**src/rtl/perceptron_sequencer.sv**
```systemverilog
// Sequencer that walks one neuron through a shared perceptron: it streams activation/weight
// pairs from a synchronous memory into a 24-bit accumulator, then runs one activation pass.
module perceptron_sequencer #(
   parameter int ADDR_W = 8
) (
   input  logic              clk,
   input  logic              rst,
   input  logic              start,
   input  logic [ADDR_W:0]   n_inputs,
   input  logic [23:0]       bias,
   output logic              rd_en,
   output logic [ADDR_W-1:0] rd_addr,
   input  logic [23:0]       a_data,
   input  logic [15:0]       w_data,
   output logic [23:0]       p_a,
   output logic [15:0]       p_b,
   output logic [23:0]       p_x,
   output logic              p_stop,
   output logic              p_acti,
   input  logic [23:0]       p_out,
   output logic              busy,
   output logic              done,
   output logic [23:0]       result
);

   // Handshake: start is taken only in IDLE (busy=0) and ignored otherwise; done is a
   // single-cycle pulse with result valid that cycle, and result holds until the next done.

   typedef enum logic [1:0] {IDLE, RUN, DRAIN, ACT} state_t;

   localparam logic [ADDR_W:0] ONE = {{ADDR_W{1'b0}}, 1'b1};

   state_t          state, state_nxt;
   logic [ADDR_W:0] idx, cnt;
   logic [23:0]     acc;
   logic            dvalid;

   always_ff @(posedge clk) begin
      if (rst) begin
         state  <= IDLE;
         acc    <= '0;
         idx    <= '0;
         cnt    <= '0;
         dvalid <= 1'b0;
         done   <= 1'b0;
         result <= '0;
      end else begin
         state  <= state_nxt;
         dvalid <= (state == RUN);
         done   <= (state == ACT);
         if (state == IDLE && start) begin
            acc <= bias;
            idx <= '0;
            cnt <= n_inputs;
         end else begin
            // The perceptron already forms acc + a*w while a data beat is present.
            if (dvalid) acc <= p_out;
            if (state == RUN) idx <= idx + ONE;
         end
         if (state == ACT) result <= p_out;
      end
   end

   always_comb begin
      state_nxt = state;
      rd_en     = 1'b0;
      rd_addr   = '0;
      p_acti    = 1'b0;
      case (state)
         IDLE: begin
            if (start) state_nxt = (n_inputs != '0) ? RUN : ACT;
         end
         RUN: begin
            rd_en   = 1'b1;
            rd_addr = idx[ADDR_W-1:0];
            // Compare on the full width so a 2^ADDR_W count stops after the last address.
            if (idx == cnt - ONE) state_nxt = DRAIN;
         end
         DRAIN: state_nxt = ACT;
         ACT: begin
            p_acti    = 1'b1;
            state_nxt = IDLE;
         end
         default: state_nxt = IDLE;
      endcase
   end

   assign p_a    = a_data;
   assign p_b    = w_data;
   assign p_x    = acc;
   assign p_stop = ~dvalid;
   assign busy   = (state != IDLE);

endmodule

```
**config.mk**
```make
export PLATFORM = sky130hd
export DESIGN_NAME = perceptron_sequencer
export DESIGN_NICKNAME = d
export VERILOG_FILES = /design/src/rtl/perceptron_sequencer.sv
export SDC_FILE = /design/constraint.sdc
export NUM_CORES = 1
export LEC_CHECK = 0
export ABC_AREA = 1
export CAP_MARGIN = 10
export CORE_ASPECT_RATIO = 0.8
export CORE_MARGIN = 10
export CORE_UTILIZATION = 41
export DETAILED_ROUTE_END_ITERATION = 16
export PLACE_DENSITY = 0.86
export SETUP_SLACK_MARGIN = 0.15
export SLEW_MARGIN = 15
export SYNTH_ARGS = -nofsm -noshare
export SYNTH_HDL_FRONTEND = slang
export SYNTH_SLANG_ARGS = --single-unit
export TNS_END_PERCENT = 10
```
**constraint.sdc**
```tcl
create_clock -name clk -period 4.7 [get_ports clk]
set_clock_uncertainty 0.1 [all_clocks]
set_input_delay 0.705 -clock clk [delete_from_list [all_inputs] [get_ports clk]]
set_output_delay 0.705 -clock clk [all_outputs]
set_load 0.1 [all_outputs]
```
# After elaboration in Yosys (flattened, before gate mapping)
# Cells that the tools add are included.
[classes] eq_ne=6 addsub=2 n_reduce_logical=7 bitwise_logic=1 muxes=9
[op_table] operator="two-way mux 24 bit" count=2
[op_table] operator="adder 9 x 1 -> 9 bit, second input constant" count=1
[op_table] operator="equality test 9 bit" count=1
[op_table] operator="nonzero test 9 bit" count=1
[op_table] operator="subtractor 9 x 1 -> 9 bit, second input constant" count=1
[op_table] operator="two-way mux 8 bit" count=1
[op_table] operator="case mux 2 bit (4 select lines)" count=1
[op_table] operator="two-way mux 2 bit" count=3
[op_table] operator="equality test 2 bit, second input constant" count=2
[op_table] operator="nonzero test 2 bit" count=2
[op_table] operator="equality test 2 x 1 -> 1 bit, second input constant" count=1
[op_table] operator="zero test 2 bit" count=1
[op_table] operator="two-way mux 1 bit" count=2
[op_table] operator="inequality test 2 x 1 -> 1 bit, second input constant" count=1
[op_table] operator="inequality test 2 bit, second input constant" count=1
[op_table] operator="AND reduction 2 bit" count=1
[op_table] operator="OR reduction 2 bit" count=1
[op_table] operator="logical AND 1 bit" count=1
[op_table] operator="inverter 1 bit" count=1
[totals] output_inout_bits=101 regBits=70 elab_cells=32 in_bits=100

# Logic depth before layout (Yosys ltp)
# Gate-level depths: netlist of the first run.
[logic_depth] ltp_word=4 ltp_mapped=13 ltp_nobuf=13

# Worst setup path after synthesis of the first run
# No wires, ideal clock.
[synth_path] path_kind="reg2out" start="reg state[1]" end="out rd_addr[1]" n_path_buf=1 path_slack_ns=1.609 required_ns=3.895 stages_incl_launch_ff=6 arrival_time_ns=2.286 path_cell_list="dfxtp_1 inv_1 ha_1 clkbuf_1 nand2_1 inv_1"
[synth_between] elab_chain_cells=2
[synth_lines] element="start: declaration" line="33" source="state_t state, state_nxt;"
[synth_lines] element="start signal: assignment" line="48" source="state <= state_nxt;"
[synth_lines] element="equality test 2 x 1 -> 1 bit" line="69" source="case (state)"
[synth_lines] element="two-way mux 8 bit" line="69"
[synth_lines] element="end: declaration" line="12" source="output logic [ADDR_W-1:0] rd_addr,"
# Every way passes these cells.

# Worst setup path after layout of the first run
[layout_path] start="reg state[1]" end="out rd_addr[0]"
# The elaborated chain is that of the path after synthesis.

==> reports/metrics.yaml, run 1 <==
n_antenna_cell: 0
area_growth_pct: 34.86
relSlewSlack_pct: 31.44
place_congestion: 0.9174
finalNetCount: 669
placed_cell_area_sq_um: 4419
grt_pass1_wl_um: 16920
grt_overflow: 0
synth_edf_count: 0
cts_tree: "built"
cp.arrival_ns: 2.67
crit_end: "rd_addr[0]"
htreeDepth: 3
synth.most_common_cell: "nand2_1"
final_util_pct: 57.63
cts_root_buf: "clkbuf_8"
rrSetupSlack_ns: 2.57
drv_cap: 0
crit_path_max_fanout: 15
tightestPinTransition_ns: 1.025
die_h_um: 102.0
cts_buffers: 9
reg2reg_depth: 6
synth.distinct_cells: 27
clockBufferDepth: 2
ctsResizeCount: 0
drv_slew: 0
period_minus_slack_ns: 3.474
cp.required_ns: 3.89
synth_top_area_share_pct: 40.71
leakagePower_nw: 1.893
synth_ff_type: "dfxtp_1"
coreArea_sq_um: 8055
routedWlPerCell_um: 15.63
die_w_um: 122.4
synth-async-reset-ratio_pct: 0
ant_nets: 0
synthesis.area_sq_um: 3442
max_freq_ghz: 0.2879
r2r-start: "state[0]"
drive_above_1_share_pct: 6.173
post-cts-setup-buffers: 0
clock_latency_ns: 0.34
path_clk_slew_ns: 0.08
dp_hpwl_um: 7777
startpoint: "state[1]"
start_kind: "register"
setup_violations: 0
p_per_area_nw_per_um2: 657.5
endpoint_kind: "output pin"
drt_wl_total_um: 10550
status: "finished clean"
tns_ns: 0
yosysSeqAreaShare_pct: 40.71
top_level_ports: 201
start_util_pct: 42.73
drc_errors: 0
grt_pass1_vias: 3439
synthTopCellsByCount: "nand2_1, nor2_1, dfxtp_1"
synth_top_cells_by_area: "dfxtp_1, a21oi_1, buf_4"
hold_viol_final: 0
syn_inst: 490
drt-initial-drc-count: 155
avgViaCountPerCell: 5.071
r2r-end: "p_x[2]"
hold_slack_ns: 0.3827
rows: 29
portBuffers: 120
final_area_sq_um: 4642
rsz0062_at_grt: "no"
grt_start_max_net_pins: 42
cts_hold_buf: 0
track_usage_pct: 16.74
hold_path.class: "register to register"
drt_first_pass_iters: 4
syn-num-nets: 597
yosysWarnings: 0
cts_sinks: 70
synth-seq-cells: 70
postSynthAreaPerCell_sq_um: 7.025
criticalPathCategory: "register to output pin"
vias: 3423
grt_antenna_before_repair: 0
synth_area_leader_cell: "dfxtp_1"
min_period_over_period_pct: 73.91
ir_drop_uv: 416.6
die_area_sq_um: 12480
## cells by family after synthesis
group,share of synthesized area [%]
buffers and inverters,15.23
AOI/OAI and AO/OA,18.03
DFF,40.71
adders and majority gates,2.544
muxes,0.2908
and+or+nand+nor,22.43
xor gates and xnor gates,0.7635
## worst max-delay path: stages, from the launching register on
cell and delay (ns):
dfxtp_1 0.34, inv_1 0.11, ha_1 0.50, nand2_1 0.15
inv_1 0.10, clkdlybuf4s50_1 1.13
## routing by layer
layer / track usage (%) / routed length (um) / vias up
li1: - / - / 1692
met1: 18.87 / 4361 / 1559
met2: 26.61 / 4659 / 149
met3: 9.366 / 1383 / 23
met4: 5.154 / 147 / 0
met5: 0 / 0 / -
## registers in the layout (all words and copies together), names as in the netlist
name and count:
state 2, cnt 9, dvalid 1, idx 9, p_x 24, result 24, done 1
## power breakdown
group / leakage, nW / switching, mW / internal (mW)
registers: 0.573 / 0.0901 / 0.727
logic: 1.21 / 1.28 / 0.412
clock network: 0.110 / 0.230 / 0.315
total: 1.89 / 1.60 / 1.45
## layout by cell type (no fill, tap or decap), types with 2 or more instances in the layout
master	netlist	routed
clkdlybuf4s50_1	0	120
nand2_1	80	80
nor2_1	74	74
dfxtp_1	70	70
a21oi_1	63	63
o21ai_0	47	47
inv_1	29	29
o21ai_1	14	14
clkbuf_8	0	10
nand3_1	8	8
nor3_1	7	7
ha_1	7	7
inv_2	6	6
nor2_2	4	4
buf_4	40	4
nand4_1	3	3
nor4_1	3	3
nand3_2	2	2
nand2_2	2	2
xor2_1	2	2
bufinv_16	0	2
## final cells by class
class / count / area, sq um
multi-input cells: 321 / 1516
clock inverters: 5 / 81.33
clock buffers: 11 / 141.4
inverters: 36 / 135.1
repair buffers: 124 / 1231
flip-flops and latches: 70 / 1401
fillers: 715 / 3413
well taps: 108 / 135.1
## worst min path at each step
stage,slack [ns],cells past startpoint,to,startpoint
final,0.38,2,cnt[8],cnt[8]
after global routing,0.41,2,cnt[8],cnt[8]
after CTS,0.38,2,cnt[8],cnt[8]
after detailed placement,0.37,2,cnt[8],cnt[8]
after global placement,0.35,2,cnt[8],cnt[8]
after floorplan,0.34,2,cnt[8],cnt[8]
## stage by stage
step           cells  total power [mW]  worst slack, ns
2_1_floorplan    490             2.253            1.609
3_3_place_gp     659             2.481            1.692
3_5_place_dp     659             2.515            1.608
4_1_cts          675             3.072            1.229
5_1_grt          675             3.208            1.010
6_report         675             3.052            1.226
Note: power is estimated with default switching activity, not from simulation.
==> inputs of run 2 (changes only) <==
Settings changed: CORE_UTILIZATION 41 to 34, PLACE_DENSITY 0.86 to 0.76.
Clock period 4.7 ns to 2.88 ns, I/O delays scaled along.
==> run 2 against run 1 <==
- global-route usage fell by 2.2 points
- worst hold slack got worse by 0.0088 ns
- power rose by 67%
- sequential cell count did not move
- worst setup slack got worse by 0.53 ns
- via count rose by 0.56%
- die area rose by 17%
- non-clock buffer count rose by 3
- critical path type unchanged
- largest cell class unchanged
- largest power group unchanged
==> reports/metrics.yaml, run 2 (synthesis results as in run 1) <==
tightestPinTransition_ns: 0.5358  # -0.4894 ns
cts_root_buf: "clkbuf_16"
vias: 3442  # +0.56%
drive_above_1_share_pct: 17.37  # +11 points
die_area_sq_um: 14570  # +17%
drt-initial-drc-count: 144  # -7.1%
rsz0062_at_grt: "no"
cts_buffers: 9  # unchanged
n_antenna_cell: 0  # unchanged
cts_tree: "built"
cp.required_ns: 2.35  # -1.54 ns
coreArea_sq_um: 9769  # +21%
grt_antenna_before_repair: 0  # unchanged
grt_pass1_wl_um: 17150  # +1.4%
start_util_pct: 35.23  # -7.5 points
cts_sinks: 70  # unchanged
setup_violations: 0  # unchanged
ctsResizeCount: 0  # unchanged
hold_viol_final: 0  # unchanged
cts_hold_buf: 0  # unchanged
post-cts-setup-buffers: 0  # unchanged
drv_slew: 0  # unchanged
ir_drop_uv: 561.3  # +35%
tns_ns: 0  # unchanged
top_level_ports: 201  # unchanged
dp_hpwl_um: 8167  # +5.0%
place_congestion: 0.8137  # -11%
hold_path.class: "register to register"
endpoint_kind: "output pin"
drv_cap: 0  # unchanged
p_per_area_nw_per_um2: 1102  # +68%
ant_nets: 0  # unchanged
area_growth_pct: 34.53
avgViaCountPerCell: 4.875  # -3.9%
start_kind: "register"
finalNetCount: 672  # +0.45%
drc_errors: 0  # unchanged
die_h_um: 110.0  # +7.9%
path_clk_slew_ns: 0.05  # -0.03 ns
portBuffers: 120  # unchanged
track_usage_pct: 14.58  # -2.2 points
clockBufferDepth: 2  # unchanged
die_w_um: 132.5  # +8.2%
final_cell_mix: "nand2_1, nor2_1, dfxtp_1"
max_freq_ghz: 0.4581
grt_pass1_vias: 3542  # +3.0%
criticalPathCategory: "register to output pin"
leakagePower_nw: 2.054  # +8.5%
power_mw: 5.103  # +67%
drt_wl_total_um: 10890  # +3.2%
final_common_cell: "nand2_1"
min_period_over_period_pct: 75.79
routedWlPerCell_um: 15.42  # -1.4%
grt_overflow: 0  # unchanged
clock_latency_ns: 0.33  # about the same
period_minus_slack_ns: 2.183
htreeDepth: 3  # unchanged
drt_first_pass_iters: 4  # unchanged
cp.arrival_ns: 1.65  # -1.02 ns
relSlewSlack_pct: 64.20  # +33 points
status: "finished clean"
grt_start_max_net_pins: 27  # -36%
rows: 32  # +10%
crit_path_max_fanout: 15  # unchanged
==> run 2: layer usage <==
layer / wire length (um) / share of wire [%] / up-vias / GRT usage, %
li1: - / - / 1694 / -
met1: 4437 / 41 / 1575 / 15.20
met2: 4921 / 45 / 146 / 24.07
met3: 1335 / 12 / 27 / 9.268
met4: 192 / 1.8 / 0 / 4.624
met5: 0 / 0 / - / 0
==> run 2: cell type report <==
type / instances / area [sq um]
well taps: 136 / 170.2
multi-input cells: 321 / 1519
inverters: 36 / 135.1
clock buffers: 13 / 260.3
fillers: 985 / 5139
repair buffers: 127 / 1126
clock inverters: 3 / 18.77
flip-flops and latches: 70 / 1401
==> run 2: worst paths after layout <==
| path | slack (ns) | to | startpoint | cells after the start |
|---|---|---|---|---|
| worst min-delay path | 0.37 | cnt[8] | cnt[8] | 2 |
| worst max-delay path | 0.70 | rd_addr[0] | state[1] | 5 |
| worst min register to register | 0.37 | cnt[8] | cnt[8] | 2 |
| worst max register to register | 0.88 | p_x[16] | state[0] | 7 |
==> run 2: power breakdown <==
| group | internal (mW) | switching, mW |
|---|---|---|
| Clock | 0.629 | 0.405 |
| Combinational | 0.636 | 2.10 |
| Sequential | 1.19 | 0.148 |
==> run 2: worst max-delay path, cell delays in order (launching register included) <==
cell and delay (ns):
dfxtp_1 0.34, inv_1 0.12, ha_2 0.37, nand2_1 0.12, inv_1 0.08, buf_4 0.29
==> run 2: through the flow <==
stage	hold slack [ns]	std cells	utilization (%)	setup WS, ns	cell area [sq um]
2_1_floorplan	0.3439	490	-	0.3852	3445
3_3_place_gp	0.3600	690	44.54	0.8098	4352
3_5_place_dp	0.3667	690	44.54	0.7412	4352
4_1_cts	0.3756	706	47.40	0.6793	4631
5_1_grt	0.4067	706	47.40	0.5413	4631
6_report	0.3739	706	47.40	0.6972	4631
==> inputs of run 3 (changes only) <==
Settings changed: CORE_UTILIZATION 34 to 38, PLACE_DENSITY 0.76 to 0.81.
Clock period 2.88 ns to 2.1 ns, I/O delays scaled along.
==> run 3 against run 2 <==
- non-clock buffer count grew 2
- via count increased by 1.9%
- global-route usage grew 0.90 points
- clock power rose by 63%
- routed wire length up 0.49%
- power increased by 45%
- worst setup slack worse by 0.48 ns
- sequential power is 37% higher
- critical path depth unchanged
- worst hold slack improved by 0.0070 ns
- highest routed layer unchanged
==> reports/metrics.yaml, run 3 (synthesis results as in run 1) <==
cts_root_buf: "clkbuf_16"
cp.required_ns: 1.68  # -0.67 ns
setup_violations: 0  # unchanged
portBuffers: 120  # unchanged
grt_start_max_net_pins: 42  # +56%
final_common_cell: "nand2_1"
drv_cap: 0  # unchanged
coreArea_sq_um: 8671  # -11%
cts_sinks: 70  # unchanged
grt_pass1_vias: 3484  # -1.6%
finalNetCount: 674  # +0.30%
tns_ns: 0  # unchanged
start_util_pct: 39.70  # +4.5 points
drt-initial-drc-count: 252  # +75%
p_clk_share_pct: 22.7  # +2.4 points
final_cell_mix: "nand2_1, nor2_1, dfxtp_1"
power.internal_mw: 3.692  # +51%
status: "finished clean"
criticalPathCategory: "register to output pin"
crit_path_max_fanout: 14  # -1
drv_slew: 0  # unchanged
routedWlPerCell_um: 15.99  # +3.7%
routed-wl-met3_um: 1314  # -1.6%
drt_first_pass_iters: 4  # unchanged
leakagePower_nw: 2.053  # about the same
drt-met1-wl_um: 4492  # +1.2%
grt_overflow: 0  # unchanged
die_h_um: 105.1  # -4.4%
ir_drop_uv: 731.5  # +30%
cts_buffers: 9  # unchanged
drive_above_1_share_pct: 19.23  # +1.9 points
grt_pass1_wl_um: 17190  # +0.20%
vias: 3506  # +1.9%
rsz0062_at_grt: "yes"
start_kind: "register"
power_frac_seq_pct: 24.9  # -1.3 points
period_minus_slack_ns: 1.884
rows: 30  # -6.3%
grt_antenna_before_repair: 0  # unchanged
highest_layer: "met4"
hold_slack_ns: 0.3809  # +0.007025 ns
hold_viol_final: 0  # unchanged
top_level_ports: 201  # unchanged
n_antenna_cell: 0  # unchanged
die_w_um: 126.4  # -4.6%
place_congestion: 0.9532  # +17%
htreeDepth: 3  # unchanged
dp_hpwl_um: 8143  # -0.30%
hold_path.class: "register to register"
cp.arrival_ns: 1.47  # -0.18 ns
switching_share_pct: 50.18  # -1.8 points
area_growth_pct: 40.64
max_freq_ghz: 0.5307
power_frac_comb_pct: 52.5  # -1.1 points
cts_hold_buf: 0  # unchanged
track_usage_pct: 15.48  # +0.90 points
tightestPinTransition_ns: 0.5019  # -0.03381 ns
min_period_over_period_pct: 89.74
endpoint_kind: "output pin"
p_switching_mw: 3.718  # +40%
clock_latency_ns: 0.33  # about the same
ant_nets: 0  # unchanged
relSlewSlack_pct: 66.49  # +2.3 points
drt_wl_total_um: 10940  # +0.49%
wl_met2_um: 4879  # -0.85%
avgViaCountPerCell: 5.126  # +5.1%
cts_tree: "built"
clockBufferDepth: 2  # unchanged
path_clk_slew_ns: 0.06  # about the same
p_per_area_nw_per_um2: 1531  # +39%
die_area_sq_um: 13290  # -8.8%
drc_errors: 0  # unchanged
==> run 3: worst paths after layout <==
check        startpoint  slack, ns          to  cells past startpoint
max            state[1]       0.22  rd_addr[0]                      5
min              cnt[8]       0.38      cnt[8]                      2
max reg2reg    state[0]       0.27      idx[3]                      6
min reg2reg      cnt[8]       0.38      cnt[8]                      2
==> run 3: routing by layer <==
| layer | track usage [%] | vias up |
|---|---|---|
| li1 | - | 1700 |
| met1 | 16.92 | 1601 |
| met2 | 23.83 | 170 |
| met3 | 9.040 | 35 |
| met4 | 6.737 | 0 |
| met5 | 0 | - |
==> run 3: stage by stage <==
step	cell area (sq um)	util [%]	std cells	worst slack, ns	power (mW)
6_report	4841	55.83	684	0.2155	7.410
5_1_grt	4841	55.83	684	0.08539	7.755
4_1_cts	4826	55.66	682	0.1874	7.405
3_5_place_dp	4494	51.83	666	0.2978	5.715
3_3_place_gp	4494	51.83	666	0.2633	5.645
2_1_floorplan	3481	-	490	0.06545	5.070
==> run 3: critical path, cell delays in order (launching register included) <==
cell     delay (ns)
dfxtp_1        0.34
inv_1          0.13
ha_4           0.25
nand2_1        0.10
inv_1          0.13
buf_12         0.18
==> run 3: what timing repair did <==
| action | in CTS | in global routing |
|---|---|---|
| endpoints found under the setup margin | 0 | 14 |
| gates resized for setup | 0 | 0 |
| buffers inserted | 0 | 2 |
==> run 3: area by class of cell <==
cell class,count,area (sq um)
Sequential cell,70,1401
Inverter,36,157.7
Clock buffer,10,239.0
Tap cell,112,140.1
Fill cell,792,3830
Timing Repair Buffer,129,1279
Multi-Input combinational cell,321,1531
Clock inverter,6,92.59
==> run 3: power groups by stage <==
stage          clock network [mW]  logic, mW  registers (mW)
6_report                     1.68       3.89            1.84
5_1_grt                      1.77       4.11            1.88
4_1_cts                      1.71       3.86            1.84
3_5_place_dp                    0       3.86            1.86
3_3_place_gp                    0       3.81            1.84
2_1_floorplan                   0       1.65            3.42
